$ cat config.mk
export PLATFORM = sky130hd
export DESIGN_NAME = sid_bus_ctrl_flat
export DESIGN_NICKNAME = d
export VERILOG_FILES = /design/src/rtl/sid_bus_if.sv /design/src/rtl/sid_bus_ctrl.sv /design/src/flat_wrapper.sv
export SDC_FILE = /design/constraint.sdc
export NUM_CORES = 1
export LEC_CHECK = 0
export ABC_CLOCK_PERIOD_IN_PS = 2650
export BUFFER_PORTS_ARGS = -buffer_cell sky130_fd_sc_hd__buf_2
export CAP_MARGIN = 20
export CORE_MARGIN = 1
export CORE_UTILIZATION = 57
export CTS_BUF_LIST = sky130_fd_sc_hd__clkbuf_8
export CTS_CLUSTER_SIZE = 30
export DETAILED_ROUTE_END_ITERATION = 7
export PLACE_DENSITY = 0.89
export SYNTH_ARGS = -nofsm -noshare
export SYNTH_HDL_FRONTEND = slang
export SYNTH_SLANG_ARGS = --single-unit
$ cat constraint.sdc
create_clock -name clk -period 2.65 [get_ports clk]
set_input_delay 0.3975 -clock clk [delete_from_list [all_inputs] [get_ports clk]]
set_output_delay 0.3975 -clock clk [all_outputs]
set_load 0.05 [all_outputs]
$ cat src/rtl/sid_bus_if.sv
// SID host bus: phi2 timing, chip select, address/data, and register-file strobes.
interface sid_bus_if;
  logic       phi2;
  logic       bus_res;
  logic       cs_n;
  logic       r_w_n;
  logic [4:0] addr;
  logic [7:0] data_i;
  logic [7:0] rd_data_i;
  logic       wr_en;
  logic [4:0] wr_addr;
  logic [7:0] wr_data;
  logic       rd_en;
  logic [4:0] rd_addr;
  logic [7:0] data_o;
  logic [7:0] bus_value;

  modport slave (
    input  phi2, bus_res, cs_n, r_w_n, addr, data_i, rd_data_i,
    output wr_en, wr_addr, wr_data, rd_en, rd_addr, data_o, bus_value
  );

  modport master (
    output phi2, bus_res, cs_n, r_w_n, addr, data_i, rd_data_i,
    input  wr_en, wr_addr, wr_data, rd_en, rd_addr, data_o, bus_value
  );
endinterface

$ cat src/rtl/sid_bus_ctrl.sv
// SID bus controller: turns phi2-timed host cycles into single-cycle register
// strobes and models the decaying SID-internal data bus.
module sid_bus_ctrl #(
  parameter logic [23:0] DECAY_CYCLES = 24'd8000
) (
  input  logic     clk,
  input  logic     rst_n,
  sid_bus_if.slave bus
);
  typedef enum logic [2:0] {
    IDLE      = 3'd0,
    RD_REQ    = 3'd1,
    RD_CAP    = 3'd2,
    WAIT_FALL = 3'd3,
    WR        = 3'd4
  } state_t;

  state_t      state;
  logic        phi2_d;
  logic        armed;      // masks the first cycle so reset release never looks like an edge
  logic        fall_seen;  // phi2 fell before the read capture finished
  logic [23:0] cnt;
  logic        rise, fall, wr_start, reg_rd;

  assign rise     = armed &  bus.phi2 & ~phi2_d;
  assign fall     = armed & ~bus.phi2 &  phi2_d;
  assign wr_start = fall & ~bus.cs_n & ~bus.r_w_n & (state == IDLE);
  assign reg_rd   = (bus.rd_addr >= 5'h19) && (bus.rd_addr <= 5'h1C);

  always_ff @(posedge clk or negedge rst_n) begin
    if (!rst_n) begin
      state         <= IDLE;
      phi2_d        <= 1'b0;
      armed         <= 1'b0;
      fall_seen     <= 1'b0;
      cnt           <= 24'd0;
      bus.wr_en     <= 1'b0;
      bus.rd_en     <= 1'b0;
      bus.wr_addr   <= 5'd0;
      bus.rd_addr   <= 5'd0;
      bus.wr_data   <= 8'h00;
      bus.data_o    <= 8'h00;
      bus.bus_value <= 8'h00;
    end else begin
      phi2_d <= bus.phi2;
      armed  <= 1'b1;
      if (bus.bus_res) begin
        state         <= IDLE;
        fall_seen     <= 1'b0;
        cnt           <= 24'd0;
        bus.wr_en     <= 1'b0;
        bus.rd_en     <= 1'b0;
        bus.data_o    <= 8'h00;
        bus.bus_value <= 8'h00;
      end else begin
        bus.wr_en <= 1'b0;
        bus.rd_en <= 1'b0;
        // Decay runs on every fall; later assignments below (write/read) override it.
        if (fall && !wr_start && cnt != DECAY_CYCLES) begin
          cnt <= cnt + 24'd1;
          if (cnt == DECAY_CYCLES - 24'd1) bus.bus_value <= 8'h00;
        end
        case (state)
          IDLE: begin
            if (rise && !bus.cs_n && bus.r_w_n) begin
              bus.rd_en   <= 1'b1;
              bus.rd_addr <= bus.addr;
              fall_seen   <= 1'b0;
              state       <= RD_REQ;
            end else if (wr_start) begin
              bus.wr_en     <= 1'b1;
              bus.wr_addr   <= bus.addr;
              bus.wr_data   <= bus.data_i;
              bus.bus_value <= bus.data_i;
              cnt           <= 24'd0;
              state         <= WR;
            end
          end
          RD_REQ: begin
            if (fall) fall_seen <= 1'b1;
            state <= RD_CAP;
          end
          RD_CAP: begin
            if (reg_rd) begin
              bus.data_o    <= bus.rd_data_i;
              bus.bus_value <= bus.rd_data_i;
              cnt           <= 24'd0;
            end else begin
              bus.data_o <= bus.bus_value;
            end
            state <= (fall || fall_seen) ? IDLE : WAIT_FALL;
          end
          WAIT_FALL: if (fall) state <= IDLE;
          WR:        state <= IDLE;
          default:   state <= IDLE;
        endcase
      end
    end
  end
endmodule

$ cat src/flat_wrapper.sv
// flat-port wrapper written by rule: the top's interface ports become plain ports
module sid_bus_ctrl_flat 
#(
  parameter logic [23:0] DECAY_CYCLES = 24'd8000
)
  (clk, rst_n, bus_phi2, bus_bus_res, bus_cs_n, bus_r_w_n, bus_addr, bus_data_i, bus_rd_data_i, bus_wr_en, bus_wr_addr, bus_wr_data, bus_rd_en, bus_rd_addr, bus_data_o, bus_bus_value);
  sid_bus_if bus_i ();
  input  logic clk;
  input  logic rst_n;
  input wire logic [$bits(bus_i.phi2)-1:0] bus_phi2;
  input wire logic [$bits(bus_i.bus_res)-1:0] bus_bus_res;
  input wire logic [$bits(bus_i.cs_n)-1:0] bus_cs_n;
  input wire logic [$bits(bus_i.r_w_n)-1:0] bus_r_w_n;
  input wire logic [$bits(bus_i.addr)-1:0] bus_addr;
  input wire logic [$bits(bus_i.data_i)-1:0] bus_data_i;
  input wire logic [$bits(bus_i.rd_data_i)-1:0] bus_rd_data_i;
  output wire logic [$bits(bus_i.wr_en)-1:0] bus_wr_en;
  output wire logic [$bits(bus_i.wr_addr)-1:0] bus_wr_addr;
  output wire logic [$bits(bus_i.wr_data)-1:0] bus_wr_data;
  output wire logic [$bits(bus_i.rd_en)-1:0] bus_rd_en;
  output wire logic [$bits(bus_i.rd_addr)-1:0] bus_rd_addr;
  output wire logic [$bits(bus_i.data_o)-1:0] bus_data_o;
  output wire logic [$bits(bus_i.bus_value)-1:0] bus_bus_value;
  assign bus_i.phi2 = bus_phi2;
  assign bus_i.bus_res = bus_bus_res;
  assign bus_i.cs_n = bus_cs_n;
  assign bus_i.r_w_n = bus_r_w_n;
  assign bus_i.addr = bus_addr;
  assign bus_i.data_i = bus_data_i;
  assign bus_i.rd_data_i = bus_rd_data_i;
  assign bus_wr_en = bus_i.wr_en;
  assign bus_wr_addr = bus_i.wr_addr;
  assign bus_wr_data = bus_i.wr_data;
  assign bus_rd_en = bus_i.rd_en;
  assign bus_rd_addr = bus_i.rd_addr;
  assign bus_data_o = bus_i.data_o;
  assign bus_bus_value = bus_i.bus_value;
  sid_bus_ctrl #(.DECAY_CYCLES(DECAY_CYCLES)) u_core (.clk(clk), .rst_n(rst_n), .bus(bus_i));
endmodule
==> results.json, run 1 <==
{
  "synth.yosys.warnings": 0,
  "num_vias": 2809,
  "fp.dieH_um": 78.5,
  "path_buf_inv": 0,
  "area_growth_pct": 19.6,
  "insertion_delay_ns": 0.35,
  "min_delay_path_depth": 1,
  "port_buffers": 62,
  "worstSetupStartpointType": "register",
  "routabilityCongestion": 0.924,
  "synth_largest_area_cell": "dfrtp_1",
  "cts_tree": "done",
  "hpwl_um": 5500,
  "status": "complete, no violations",
  "grt_use_total_pct": 27.6,
  "worstPathCellList": "ha_1, nand2_1, or3_1, or4_1, a22oi_1, a211oi_1",
  "critPathArrivalTime_ns": 2.36,
  "grt_overflow": 0,
  "cellPowerDensity_nw_per_um2": 662,
  "crit_family": "simple AND/OR/NAND/NOR gates",
  "ys_types": 51,
  "grt_pass1_wl_um": 12900,
  "finalHoldViolCount": 0,
  "fin_worst_skew_ns": 0.00920,
  "max_stage_delay_ns": 0.58,
  "htreeDepth": 3,
  "place_ws_ns": 0.525,
  "fin_crit_sh_pct": 80.6,
  "die_w_um": 78.5,
  "ant_nets": 0,
  "drive_gt1_share_pct": 29.9,
  "layout_min_cycle_time_ns": 2.14,
  "routedWlPerCell_um": 17.5,
  "hold_path.class": "in2reg",
  "num_rows": 27,
  "finalSetupViolations": 0,
  "rsz0062_at_grt": "false",
  "p_leak_nw": 1.76,
  "cts.sinks": 66,
  "worst_pin_slew_ns": 0.602,
  "relSlewSlack_pct": 59.7,
  "synth_top_cells_by_area": "dfrtp_1 49%, mux2_2 5.4%, nor2_1 3.8%",
  "synth-seq-cells": 66,
  "cts-resized-gates": 0,
  "first_iter_violations": 229,
  "max_freq_mhz": 468,
  "cp-end-kind": "register",
  "io_pins": 63,
  "syn_area_um2": 3340,
  "worstPathMaxFanout": 8,
  "diodes": 0,
  "syn_inst": 313,
  "grt_pass1_vias": 2678,
  "drt_wl_total_um": 7960,
  "clock_path_buffers": 2,
  "final.setup.worst_slack_ns": 0.515,
  "avgViaCountPerCell": 6.16,
  "ys_async_sr_fraction_pct": 100,
  "ff2ff_path_depth": 6,
  "fin_nets": 408,
  "crit_type": "reg2reg",
  "ir_worst_vdd_uv": 738,
  "start_util_pct": 59.9,
  "synth-main-ff-cell": "dfrtp_1",
  "cts_buffers": 9,
  "maxCapViolations": 0,
  "slowest_stage": "or4_1",
  "path_clk_slew_ns": 0.08,
  "grt_start_max_net_pins": 51,
  "drc": 0,
  "synth_edf_count": 0,
  "synthesis.nets": 342,
  "synth_seq_area_share_pct": 49.5,
  "antenna_found_initial": 0,
  "worstSetupPathDepth": 6,
  "dieArea_um2": 6170,
  "syn_area_per_cell_um2": 10.7,
  "ctsRootBufferMaster": "clkbuf_8",
  "final_max_slew_viol_count": 0,
  "drtPass1Iterations": 4,
  "tns_ns": 0,
  "required_ns": 2.88,
  "core-area_um2": 5570,
  "synth_top_area_share_pct": 49.5
}
cells in the mapped netlist, types with 2 or more instances:
| library cell | n |
|---|---|
| mux2_2 | 16 |
| o211ai_1 | 7 |
| o22ai_1 | 8 |
| o21ba_2 | 2 |
| ha_1 | 2 |
| clkbuf_1 | 7 |
| mux2_1 | 2 |
| a21oi_1 | 8 |
| nor4_2 | 3 |
| buf_2 | 4 |
| nor3b_1 | 2 |
| a22oi_1 | 9 |
| buf_4 | 2 |
| a211oi_1 | 16 |
| nor4_1 | 7 |
| or3_1 | 6 |
| o21ai_2 | 2 |
| nand4_1 | 8 |
| and4_1 | 2 |
| o31ai_1 | 4 |
| dfrtp_1 | 66 |
| nand3_1 | 7 |
| xnor2_1 | 10 |
| a22o_1 | 8 |
| o21ai_0 | 3 |
| inv_1 | 8 |
| nor3_1 | 6 |
| or2_2 | 3 |
| nand3_2 | 2 |
| mux2i_1 | 10 |
| nand2_1 | 12 |
| or4_1 | 5 |
| xor2_1 | 4 |
| nand2b_1 | 2 |
| nor2_1 | 34 |
layout make-up:
class	count	area [um^2]
Clock buffer	10	138
Clock inverter	6	114
Fill cell	389	1580
Inverter	8	30.0
Multi-Input combinational cell	225	1590
Sequential cell	66	1650
Tap cell	72	90.1
Timing Repair Buffer	69	378
registers in the layout (all words and copies together), names as in the netlist, 3 cells and up:
signal and cells:
u_core.bus.data_o 8, u_core.bus.wr_addr 5, u_core.cnt 24, u_core.bus.rd_addr 5
u_core.state 3, u_core.bus.wr_data 8, u_core.bus.bus_value 8
where the power goes:
| group | total (W) | switching (W) | internal, W |
|---|---|---|---|
| clock network | 0.00105 | 0.000397 | 0.000651 |
| logic | 0.000482 | 0.000349 | 0.000133 |
| registers | 0.00111 | 0.0000429 | 0.00107 |
| total | 0.00264 | 0.000789 | 0.00185 |
metrics by stage:
| stage | hold WS, ns | utilization [%] | std cells | area (um^2) | power [W] |
|---|---|---|---|---|---|
| detailed placement | 0.351 | 67.0 | 439 | 3730 | 0.00161 |
| finish | 0.195 | 71.6 | 456 | 3990 | 0.00264 |
| global placement | 0.346 | 67.0 | 439 | 3730 | 0.00160 |
| global route | 0.205 | 71.6 | 456 | 3990 | 0.00272 |
| floorplan | 0.102 | - | 313 | 3340 | 0.00146 |
| CTS | 0.191 | 71.6 | 456 | 3990 | 0.00265 |
placed cells by master, fill, tap and decap left out, types with 3 or more instances in the layout:
cell type	instances
inv_1	8
nand4_1	8
o22ai_1	8
clkbuf_8	10
mux2i_1	10
nand2_1	12
a21oi_1	8
o211ai_1	7
bufinv_16	3
nor4_1	7
buf_4	5
xnor2_1	10
a22oi_1	9
o31ai_1	4
nor2_1	34
or3_1	6
xor2_1	4
dfrtp_1	66
mux2_2	16
or4_1	5
nor3_1	6
nor4_2	3
or2_2	3
a22o_1	8
buf_2	62
a211oi_1	16
nand3_1	7
o21ai_0	3
cells by family (layout without fill, tap and decap cells):
group | after synthesis | after routing | share of synthesized area, %
mux | 28 | 28 | 9.07
simple gates | 107 | 107 | 18.1
other cells | 1 | 1 | 0.112
xor+xnor | 14 | 14 | 3.67
buf+inv | 22 | 93 | 2.85
flops | 66 | 66 | 49.5
fa+ha+maj | 2 | 2 | 0.749
compound gates | 73 | 73 | 16.0
worst paths after layout:
check / startpoint / endpoint / slack (ns)
worst max-delay path: u_core.cnt[1] / u_core.bus.bus_value[7] / 0.51
worst min-delay path: bus_phi2 / u_core.phi2_d / 0.19
worst max register to register: u_core.cnt[1] / u_core.bus.bus_value[7] / 0.51
worst min register to register: u_core.bus.wr_data[2] / u_core.bus.wr_data[2] / 0.48
max in group asynchronous: rst_n / u_core.phi2_d / 1.54
min in group asynchronous: rst_n / u_core.cnt[8] / 0.52
repair_timing:
action | in CTS | in global routing
hold endpoints to repair | 16 | 0
hold buffers | 1 | 0
buffers inserted | 0 | 0
layer usage:
metal | share of wire, % | up-vias | track usage, %
li1 | - | 1308 | -
met5 | 0 | - | 0
met4 | 2.3 | 0 | 12.2
met2 | 49 | 129 | 45.0
met1 | 41 | 1352 | 35.8
met3 | 7.0 | 20 | 5.23
(Power assumes the default switching activity.)
==> run 2: changes to the inputs <==
- ABC_CLOCK_PERIOD_IN_PS: 2650 -> 1900
- CORE_UTILIZATION: 57 -> 52
- PLACE_DENSITY: 0.89 -> 0.86
- clock period: 2.65 -> 1.9 ns (I/O delays scaled with it)
==> results.json, run 2 (same netlist as run 1, synthesis figures left out) <==
{
  "place_area_um2": 4030,
  "port_buffers": 62,
  "routabilityCongestion": 0.960,
  "path_clk_slew_ns": 0.07,
  "p_leak_nw": 2.06,
  "grt_pass1_wl_um": 14800,
  "drc": 0,
  "required_ns": 2.13,
  "cts_buffers": 9,
  "antenna_found_initial": 0,
  "ctsRootBufferMaster": "clkbuf_8",
  "die_w_um": 82.1,
  "r2r-end": "u_core.cnt[8]",
  "maxCapViolations": 0,
  "worstSetupStartpointType": "register",
  "avgViaCountPerCell": 6.49,
  "grt_start_max_net_pins": 67,
  "fin_area_um2": 4620,
  "cts.sinks": 66,
  "routed-wl-met3_um": 999,
  "cts_tree": "done",
  "fin_crit_sh_pct": 111,
  "ir_worst_vdd_uv": 742,
  "largest_register": "u_core.cnt",
  "r2r-start": "u_core.cnt[1]",
  "ff2ff_path_depth": 10,
  "io_pins": 63,
  "crit_end": "u_core.cnt[8]",
  "num_vias": 3266,
  "final_util_pct": 76.3,
  "fp.dieH_um": 82.1,
  "status": "finished with violations",
  "drt-met1-wl_um": 4100,
  "finalSetupViolations": 23,
  "drt_wl_total_um": 11000,
  "grt_overflow": 0,
  "rsz0062_at_grt": "true",
  "grt_use_total_pct": 30.5,
  "r2r_slack_ns": -0.21,
  "drive_gt1_share_pct": 47.0,
  "diodes": 0,
  "critPathArrivalTime_ns": 2.34,
  "holdWs_ns": 0.0797,
  "finalHoldViolCount": 0,
  "final.setup.worst_slack_ns": -0.209,
  "cp-end-kind": "register",
  "met2_length_um": 5310,
  "area_growth_pct": 38.5,
  "cellPowerDensity_nw_per_um2": 793,
  "drtPass1Iterations": 5,
  "p_total_w": 0.00367,
  "final_max_slew_viol_count": 0,
  "max_freq_mhz": 474,
  "highest_layer": "met4",
  "layout_commonest_cell": "buf_2",
  "first_iter_violations": 421,
  "critPathLaunch": "u_core.cnt[1]",
  "worstPathMaxFanout": 5,
  "insertion_delay_ns": 0.36,
  "fin_worst_skew_ns": 0.0134,
  "hold_path.class": "in2reg",
  "core-area_um2": 6060,
  "crit_type": "reg2reg",
  "dieArea_um2": 6750,
  "final_cell_mix": "62 x buf_2, 61 x dfrtp_1, 43 x buf_4",
  "clock_path_buffers": 2,
  "start_util_pct": 55.1,
  "fin_nets": 452,
  "ant_nets": 0,
  "grt_pass1_vias": 3093,
  "layout_min_cycle_time_ns": 2.11,
  "hold_start": "bus_phi2",
  "largest_reg_flops": 24,
  "routedWlPerCell_um": 21.9,
  "htreeDepth": 3,
  "hpwl_um": 6100,
  "num_rows": 28,
  "violations": "setup timing"
}
[run 2: final cells by class]
cell class                 count  area (um^2)
inverter                       8         32.5
timing repair buffer         113          757
fill                         352         1440
clock inverter                 6         88.8
sequential                    66         1660
clock buffer                  10          138
tap                           75         93.8
multi-input combinational    225         1860
[run 2: repair_timing]
item                                   4_1_cts  5_1_grt
endpoints found under the hold margin       66        0
setup endpoints to repair                   30       43
pin swaps                                    6       21
hold buffers                                 1        0
buffers inserted                             3        6
cloned                                       0        0
resized for setup                           15       39
[run 2: how the worst min path moves through the flow]
stage                                 to  cells after the start
final                      u_core.phi2_d                      1
after global routing       u_core.phi2_d                      1
after CTS                  u_core.phi2_d                      1
after detailed placement  u_core.cnt[16]                      2
after global placement    u_core.cnt[14]                      2
after floorplan             u_core.armed                      0
[run 2: per-layer routing]
layer | GRT usage (%) | up-vias
met4 | 20.9 | 0
li1 | - | 1395
met3 | 6.92 | 75
met2 | 47.7 | 250
met5 | 0 | -
met1 | 37.4 | 1546
[run 2: report_power, final]
| group | switching (W) | internal [W] | leakage (nW) |
|---|---|---|---|
| combinational | 0.000525 | 0.000215 | 1.06 |
| clock | 0.000589 | 0.000776 | 0.109 |
| sequential | 0.0000661 | 0.00150 | 0.889 |
| total | 0.00118 | 0.00249 | 2.06 |
[run 2: metrics by stage]
step	instances	setup TNS [ns]	setup slack [ns]
after floorplan	313	0	0.00939
after global placement	477	-0.000987	-0.000987
after detailed placement	477	-0.956	-0.117
after CTS	497	-0.201	-0.0451
after global routing	503	-5.32	-0.296
final	503	-3.02	-0.209
[run 2: worst max-delay path, stage by stage (launching register included)]
cell      delay (ns)
dfrtp_2         0.44
buf_6           0.14
inv_4           0.06
ha_4            0.13
nor4bb_4        0.20
nand4_1         0.23
buf_4           0.22
o211ai_1        0.15
buf_4           0.18
xor2_1          0.17
nor2_1          0.07
==> run 3: changes to the inputs <==
- ABC_AREA: not set -> 1
- CORE_UTILIZATION: 52 -> 53
==> results.json, run 3 <==
{
  "status": "complete, no violations",
  "synth-main-ff-cell": "dfrtp_1",
  "hold_path.class": "in2reg",
  "grt_use_total_pct": 27.0,
  "synth_top_area_share_pct": 43.4,
  "avgViaCountPerCell": 5.40,
  "p_sw_share_pct": 32.3,
  "syn_inst": 521,
  "fin_worst_skew_ns": 0.00541,
  "ff2ff_path_depth": 12,
  "io_pins": 63,
  "drt_wl_total_um": 9620,
  "grt_start_max_net_pins": 67,
  "synth_mux_area_share_pct": 1.18,
  "synthSimpleGateAreaFrac_pct": 31.7,
  "power_frac_clock_pct": 36.5,
  "num_rows": 30,
  "hpwl_um": 6900,
  "synthesis.nets": 550,
  "maxCapViolations": 0,
  "ir_worst_vdd_uv": 632,
  "port_buffers": 62,
  "cts_tree": "done",
  "min_delay_path_depth": 1,
  "grt_pass1_vias": 3658,
  "grt_pass1_wl_um": 15900,
  "final_cell_mix": "139 x nand2_1, 76 x inv_1, 66 x dfrtp_1",
  "required_ns": 2.13,
  "layout_commonest_cell": "nand2_1",
  "start_util_pct": 55.4,
  "ys_types": 39,
  "power_frac_comb_pct": 21.4,
  "p_leak_nw": 2.47,
  "routabilityCongestion": 0.907,
  "drtPass1Iterations": 7,
  "syn_area_um2": 3810,
  "grt_overflow": 0,
  "die_w_um": 86.7,
  "drive_gt1_share_pct": 21.9,
  "final_max_slew_viol_count": 0,
  "antenna_found_initial": 0,
  "cts_buffers": 9,
  "htreeDepth": 3,
  "path_clk_slew_ns": 0.07,
  "routedWlPerCell_um": 13.8,
  "area_growth_pct": 20.3,
  "rsz0062_at_grt": "true",
  "ant_nets": 0,
  "synthTopCellsByCount": "140 x nand2_1, 76 x inv_1, 66 x dfrtp_1, 59 x nor2_1, 34 x nand3_1",
  "synth_seq_area_share_pct": 43.4,
  "p_int_w": 0.00251,
  "cellPowerDensity_nw_per_um2": 810,
  "insertion_delay_ns": 0.35,
  "diodes": 0,
  "dieArea_um2": 7520,
  "core-area_um2": 6870,
  "synth.yosys.warnings": 0,
  "max_freq_mhz": 527,
  "fin_area_um2": 4580,
  "first_iter_violations": 290,
  "final_util_pct": 66.7,
  "clock_path_buffers": 2,
  "synth_top_cells_by_area": "dfrtp_1 43%, nand2_1 14%, inv_1 7.5%",
  "fin_crit_sh_pct": 99.8,
  "fp.dieH_um": 86.7,
  "ys_async_sr_fraction_pct": 100,
  "fin_nets": 627,
  "synth_edf_count": 0,
  "num_vias": 3772,
  "sequentialPowerShare_pct": 42.1,
  "switchingPower_w": 0.00120,
  "synth_top_family_by_area": "simple AND/OR/NAND/NOR gates",
  "worstPathMaxFanout": 8,
  "synth-compound-area-share_pct": 12.1,
  "worstSetupStartpointType": "register",
  "synth_fa_ha_area_share_pct": 0.657,
  "largest_reg_flops": 24,
  "place_area_um2": 4260,
  "finalSetupViolations": 0,
  "cp-end-kind": "register",
  "largest_register": "u_core.cnt",
  "ctsRootBufferMaster": "clkbuf_8",
  "layout_min_cycle_time_ns": 1.90,
  "drc": 0,
  "syn_area_per_cell_um2": 7.31,
  "synth-seq-cells": 66,
  "synth_largest_area_cell": "dfrtp_1",
  "critPathArrivalTime_ns": 2.12,
  "cts.sinks": 66,
  "yosysMostFrequentCell": "nand2_1",
  "finalHoldViolCount": 0,
  "synth_xor_xnor_area_share_pct": 0.460,
  "crit_type": "reg2reg"
}
-- run 3: cell count changes after synthesis, sizes merged, moves of 14 or more --
cell    change
nand3      +28
a21oi      +23
nor2       +30
mux2       -14
a211oi     -14
nand2     +133
o21ai      +27
inv        +74
-- run 3: cells by family (layout without fill, tap and decap cells) --
family	after synthesis	in the layout
AND/OR/NAND/NOR	270	270
buffers and inverters	97	179
AO/OA/AOI/OAI	79	79
flip-flops	66	66
multiplexers	4	4
adder cells (fa/ha/maj)	2	2
XOR/XNOR	2	2
other	1	1
-- run 3: per-layer routing --
metal / share of wire, % / global-route usage (%)
met1: 42 / 34.1
met2: 49 / 44.9
met3: 6.0 / 5.24
met4: 2.6 / 12.6
met5: 0 / 0
-- run 3: final timing paths --
| check | startpoint | end | slack (ns) |
|---|---|---|---|
| max in group asynchronous | rst_n | u_core.bus.data_o[5] | 1.13 |
| min | bus_phi2 | u_core.phi2_d | 0.06 |
| min reg2reg | u_core.bus.wr_addr[3] | u_core.bus.wr_addr[3] | 0.48 |
| min in group asynchronous | rst_n | u_core.bus.wr_addr[3] | 0.49 |
| max reg2reg | u_core.cnt[0] | u_core.bus.bus_value[1] | 0.004 |
| max | u_core.cnt[0] | u_core.bus.bus_value[1] | 0.004 |
-- run 3: timing repair --
item | in CTS | in global routing
hold buffers | 1 | 0
endpoints found under the hold margin | 66 | 0
resized for setup | 0 | 16
setup buffers | 0 | 4
setup endpoints to repair | 0 | 21
-- run 3: final cells by class --
| type | count | area, um^2 |
|---|---|---|
| repair buffers | 80 | 468 |
| inverters | 83 | 317 |
| well taps | 96 | 120 |
| clock inverters | 5 | 77.6 |
| clock buffers | 11 | 151 |
| flip-flops and latches | 66 | 1650 |
| fillers | 579 | 2290 |
| multi-input cells | 358 | 1800 |
-- run 3: per-stage QoR --
step / hold slack (ns) / std cells / total power (W) / worst slack [ns] / setup TNS [ns]
2_1_floorplan: -0.0106 / 521 / 0.00213 / 0.190 / 0
3_3_place_gp: 0.331 / 678 / 0.00234 / 0.142 / 0
3_5_place_dp: 0.332 / 678 / 0.00236 / 0.0935 / 0
4_1_cts: 0.0498 / 695 / 0.00371 / 0.0529 / 0
5_1_grt: 0.0542 / 699 / 0.00385 / -0.101 / -0.770
6_report: 0.0554 / 699 / 0.00371 / 0.00358 / 0
-- run 3: critical path: stages (launching register included) --
cell and delay, ns:
dfrtp_1 0.41, inv_1 0.10, ha_1 0.17, nand3_1 0.13, nor2_2 0.16, nand3_2 0.13, nand2_4 0.15, buf_6 0.15
nand2_1 0.09, nand2_1 0.10, nand2_1 0.05, nand2_1 0.05, a21oi_1 0.07
-- run 3: power by group through the flow --
stage	clock network, W	logic [W]	registers [W]
final	0.00135	0.000795	0.00156
after global routing	0.00142	0.000856	0.00157
after CTS	0.00136	0.000783	0.00156
after detailed placement	0	0.000779	0.00158
after global placement	0	0.000757	0.00158
after floorplan	0	0.000255	0.00188
